==> config.mk <==
export PLATFORM = sky130hd
export DESIGN_NAME = la_scanreg_bank
export DESIGN_NICKNAME = d
export VERILOG_FILES = /design/src/rtl/la_scanreg_pkg.sv /design/src/rtl/la_scanreg_cnt.sv /design/src/rtl/la_scanreg_bank.sv
export SDC_FILE = /design/constraint.sdc
export NUM_CORES = 1
export LEC_CHECK = 0
export ABC_AREA = 1
export BUFFER_PORTS_ARGS = -buffer_cell sky130_fd_sc_hd__clkbuf_2
export CAP_MARGIN = 10
export CORE_MARGIN = 4
export CORE_UTILIZATION = 40
export DETAILED_ROUTE_END_ITERATION = 8
export PLACE_DENSITY = 0.72
export SYNTH_ARGS = -nofsm -noshare
export SYNTH_HDL_FRONTEND = slang
export SYNTH_HIERARCHICAL = 1
export SYNTH_SLANG_ARGS = --single-unit
==> constraint.sdc <==
create_clock -name clk -period 1 [get_ports clk]
set_input_delay 0.2 -clock clk [delete_from_list [all_inputs] [get_ports clk]]
set_output_delay 0.2 -clock clk [all_outputs]
set_load 0.02 [all_outputs]
==> src/rtl/la_scanreg_pkg.sv <==
// Shared constants and helpers for the la_scanreg scan-register bank.
package la_scanreg_pkg;

    // Stage and shadow flops reset to ones; replicate this bit to the bank width.
    localparam logic RST_BIT = 1'b1;

    function automatic int scnt_width(input int dw);
        return $clog2(dw + 1);
    endfunction

endpackage

==> src/rtl/la_scanreg_cnt.sv <==
// Saturating shift-cycle counter: counts se=1 edges up to DW, clears on any se=0 edge.
import la_scanreg_pkg::*;

module la_scanreg_cnt #(
    parameter  int DW = 8,
    localparam int CW = scnt_width(DW)
) (
    input  logic          clk,
    input  logic          nreset,
    input  logic          se,
    output logic [CW-1:0] scnt,
    output logic          sdone
);

    logic [CW-1:0] scnt_q;
    logic [CW-1:0] scnt_d;

    always_comb begin
        scnt_d = '0;
        if (se) begin
            scnt_d = (scnt_q == CW'(DW)) ? scnt_q : scnt_q + CW'(1);
        end
    end

    always_ff @(posedge clk or negedge nreset) begin
        if (!nreset) begin
            scnt_q <= '0;
        end else begin
            scnt_q <= scnt_d;
        end
    end

    // Decoded from the registered count only, so sdone cannot glitch.
    assign scnt  = scnt_q;
    assign sdone = (scnt_q == CW'(DW));

endmodule

==> src/rtl/la_scanreg_bank.sv <==
// Bank of inverting-output scan flops with shift counter.
// Define LA_SCANREG_SHADOW_EN to add a shadow/update stage that freezes qn while shifting.
import la_scanreg_pkg::*;

module la_scanreg_bank #(
    parameter int    DW   = 8,
    parameter string PROP = "DEFAULT",
    localparam int   CW   = scnt_width(DW)
) (
    input  logic          clk,
    input  logic          nreset,
    input  logic [DW-1:0] d,
    input  logic          en,
    input  logic          se,
    input  logic          si,
    input  logic          upd,
    output logic [DW-1:0] qn,
    output logic          so,
    output logic [CW-1:0] scnt,
    output logic          sdone
);

    logic [DW-1:0] stage_q;
    logic [DW-1:0] stage_d;

    // Scan enters at the top and exits at bit 0, so the first bit in lands on so after DW shifts.
    always_comb begin
        stage_d = stage_q;
        if (se) begin
            stage_d = {si, stage_q[DW-1:1]};
        end else if (en) begin
            stage_d = d;
        end
    end

    always_ff @(posedge clk or negedge nreset) begin
        if (!nreset) begin
            stage_q <= {DW{RST_BIT}};
        end else begin
            stage_q <= stage_d;
        end
    end

    assign so = stage_q[0];

`ifdef LA_SCANREG_SHADOW_EN
    logic [DW-1:0] shadow_q;
    logic [DW-1:0] shadow_d;

    // Shadow samples the pre-edge stage, so upd alongside en publishes the old value.
    always_comb begin
        shadow_d = shadow_q;
        if (upd && !se) begin
            shadow_d = stage_q;
        end
    end

    always_ff @(posedge clk or negedge nreset) begin
        if (!nreset) begin
            shadow_q <= {DW{RST_BIT}};
        end else begin
            shadow_q <= shadow_d;
        end
    end

    assign qn = ~shadow_q;
`else
    logic unused_upd;
    assign unused_upd = upd;
    assign qn = ~stage_q;
`endif

    la_scanreg_cnt #(
        .DW (DW)
    ) u_cnt (
        .clk    (clk),
        .nreset (nreset),
        .se     (se),
        .scnt   (scnt),
        .sdone  (sdone)
    );

endmodule

==> flow_metrics.tcl <==
set metrics [dict create \
    async_reset_ff_frac 1.000 \
    clock_skew_ns 0.01079 \
    ys_ff_latch 12 \
    synth_top_area_share 0.3301 \
    r2r_end "u_cnt/scnt[0]" \
    synth-compound-area-share 0 \
    period_share 1.389 \
    synth_area_leader_cell "dfstp_2" \
    cts_made_buffers 3 \
    pwr-share-comb 0.355 \
    synth-adder-area-share 0.03929 \
    antenna_found_initial 0 \
    slew_violations 0 \
    synth_top_family_by_area "simple AND/OR/NAND/NOR gates" \
    worstMarginPinSlew_ns 0.2977 \
    rsz0062_at_grt "yes" \
    cts.path.max_buffers 2 \
    area_delta_synth_final_pct 82.32 \
    ys_seq_area_frac 0.4872 \
    syn_nets 97 \
    clk_latency_ns 0.28 \
    rows 14 \
    final_hold_viol_count 0 \
    core_area_um2 1506 \
    cts_tree "built" \
    vias_per_cell 4.857 \
    die_x_um 47.90 \
    gp_congestion 0.7435 \
    worstRegToRegCells 9 \
    grt_max_degree 13 \
    path_clk_slew_ns 0.07 \
    clockPowerShare 0.256 \
    ant_nets 0 \
    synth_xor_area_frac 0 \
    grt_pass1_vias 667 \
    synth_edf_count 0 \
    leakage_nw 0.5922 \
    synthMuxAreaShare 0 \
    syn_area_per_cell_um2 7.862 \
    htreeDepth 1 \
    status "complete, but fails checks" \
    io_pins 28 \
    cpMaxStageDelayCell "dfrtp_2" \
    switchingPower_mw 0.4666 \
    crit-reg2reg-launch "u_cnt/scnt[0]" \
    path_delay_family "flip-flops" \
    final_core_util 0.7708 \
    routed_wl_mm 1.870 \
    cp_max_fo 2 \
    cp.required_ns 0.80 \
    grt-ovfl-total 0 \
    cts_sinks 12 \
    num-fill-cells 95 \
    nets 148 \
    grt_util_all_layers 0.1910 \
    dieArea_um2 2294 \
    layout-drive-gt1-share 0.6107 \
    violations "setup timing" \
    syn-cell-area_um2 636.9 \
    first_pass_iters 4 \
    max_stage_delay_ns 0.41 \
    regToRegSetupSlack_ns -0.29 \
    dpl.hpwl_mm 1.163 \
    max_freq_mhz 719.9 \
    p_int_mw 1.089 \
    relSlewSlack 0.8015 \
    grt_pass1_wl_mm 2.939 \
    startpoint "u_cnt/scnt[0]" \
    yosysUniqueCellTypes 12 \
    path_cells "inv_2 > ha_4 > nand2_4 > nor2_4 > buf_8" \
    period_minus_slack_ns 1.389 \
    ys_top_cells_by_area "dfstp_2 33%, nand3_1 18%, dfrtp_1 16%, nand2_1 14%, inv_1 7.7%" \
    routedWlPerCell_um 12.72 \
    num_antenna_cells 0 \
    hold_end "stage_q[7]" \
    crit_buf_inv 2 \
    drt_iter0_drc 13 \
    synth_common_cells "23 x nand2_1, 23 x nand3_1, 13 x inv_1" \
    endpoint_kind "output pin" \
    fin_ws_ns -0.3892 \
    initial_core_util 0.4228 \
    worstPathArrival_ns 1.19 \
    power_density_nw_per_um2 1340 \
    hp-class "in2reg" \
    crit_type "reg2out" \
    synth_warnings 6 \
    chipHeight_um 47.90 \
    crit_path_start_kind "register" \
    place_ws_ns -0.1537 \
    hold_path_depth 3 \
    seqPwrFrac 0.390 \
    drc 0 \
    synthCells 81 \
    synthFlopType "dfstp_2" \
    min-delay-start "si" \
    cts-root-buf "clkbuf_4" \
    synthSimpleGateAreaFrac 0.3615 \
    swShare 0.3000 \
    dr_total_vias 714 \
    io_buffers 26 \
    drv_cap 0 \
    setup_viol 17 \
    peakVddDrop_v 0.0009887 \
]
[how the worst max path moves through the flow]
stage,to,slack [ns],cells after the start
after floorplan,u_cnt/scnt[0],-0.15,6
after global placement,sdone,-0.10,5
after detailed placement,sdone,-0.15,5
after CTS,sdone,-0.41,5
after global routing,sdone,-0.45,5
final,sdone,-0.39,5
[layout by cell type, fill, tap and decap left out, types with 4 or more instances in the layout]
cell / count
inv_2: 11
nand2_1: 22
clkbuf_2: 12
buf_6: 4
nand3_1: 20
dfstp_2: 8
buf_4: 18
buf_8: 11
[timing repair]
action                                  in CTS  in global routing
endpoints found under the hold margin        4                  0
setup buffers                               17                  5
hold buffers                                 1                  0
gates resized for setup                     40                 17
endpoints found under the setup margin      17                 17
pin swaps                                    4                  2
[flip-flops by register name, summed over array words and instances (netlist names)]
| signal | flops |
|---|---|
| stage_q | 8 |
| u_cnt/scnt | 4 |
[worst reg2reg max path: cells and delay by family, from the launching register on]
kind | cells | cell delay (ns)
adder cells (fa/ha/maj) | 1 | 0.15
flip-flops | 1 | 0.41
AND/OR/NAND/NOR | 4 | 0.30
buffers and inverters | 4 | 0.37
[area by class of cell]
class	instances	area (um^2)	area share
Sequential cell	12	314.1	0.2705
Inverter	14	52.55	0.04526
Clock buffer	4	36.28	0.03125
Tap cell	16	20.02	0.01724
Timing Repair Buffer	48	442.9	0.3815
Multi-Input combinational cell	53	295.3	0.2543
[logic make-up after synthesis]
group | after synthesis
and+or+nand+nor | 51
buffers and inverters | 16
DFF | 12
adders and majority gates | 2
[power groups by stage]
| stage | Clock (mW) | Combinational [mW] | Sequential, mW |
|---|---|---|---|
| after floorplan | 0 | 0.170 | 0.630 |
| after global routing | 0.423 | 0.595 | 0.614 |
| final | 0.397 | 0.552 | 0.606 |
| after detailed placement | 0 | 0.322 | 0.614 |
| after global placement | 0 | 0.310 | 0.611 |
| after CTS | 0.412 | 0.487 | 0.605 |
[stage by stage]
step | instances | hold slack (ns) | power, mW | setup TNS, ns | area (um^2)
2_1_floorplan | 81 | -0.09559 | 0.7998 | -0.5413 | 659.4
3_3_place_gp | 128 | 0.09938 | 0.9212 | -0.2345 | 843.3
3_5_place_dp | 128 | 0.1021 | 0.9362 | -0.4122 | 843.3
4_1_cts | 144 | 0.1149 | 1.503 | -3.680 | 1109
5_1_grt | 147 | 0.1166 | 1.632 | -4.193 | 1161
6_report | 147 | 0.1226 | 1.556 | -3.549 | 1161
[routing by layer]
metal | part of all wire | GRT usage | up-vias
met5 | 0 | 0 | -
li1 | - | - | 351
met2 | 0.56 | 0.3377 | 15
met3 | 0.047 | 0.07519 | 4
met1 | 0.38 | 0.1963 | 344
met4 | 0.015 | 0.08602 | 0
(Power assumes the default switching activity.)
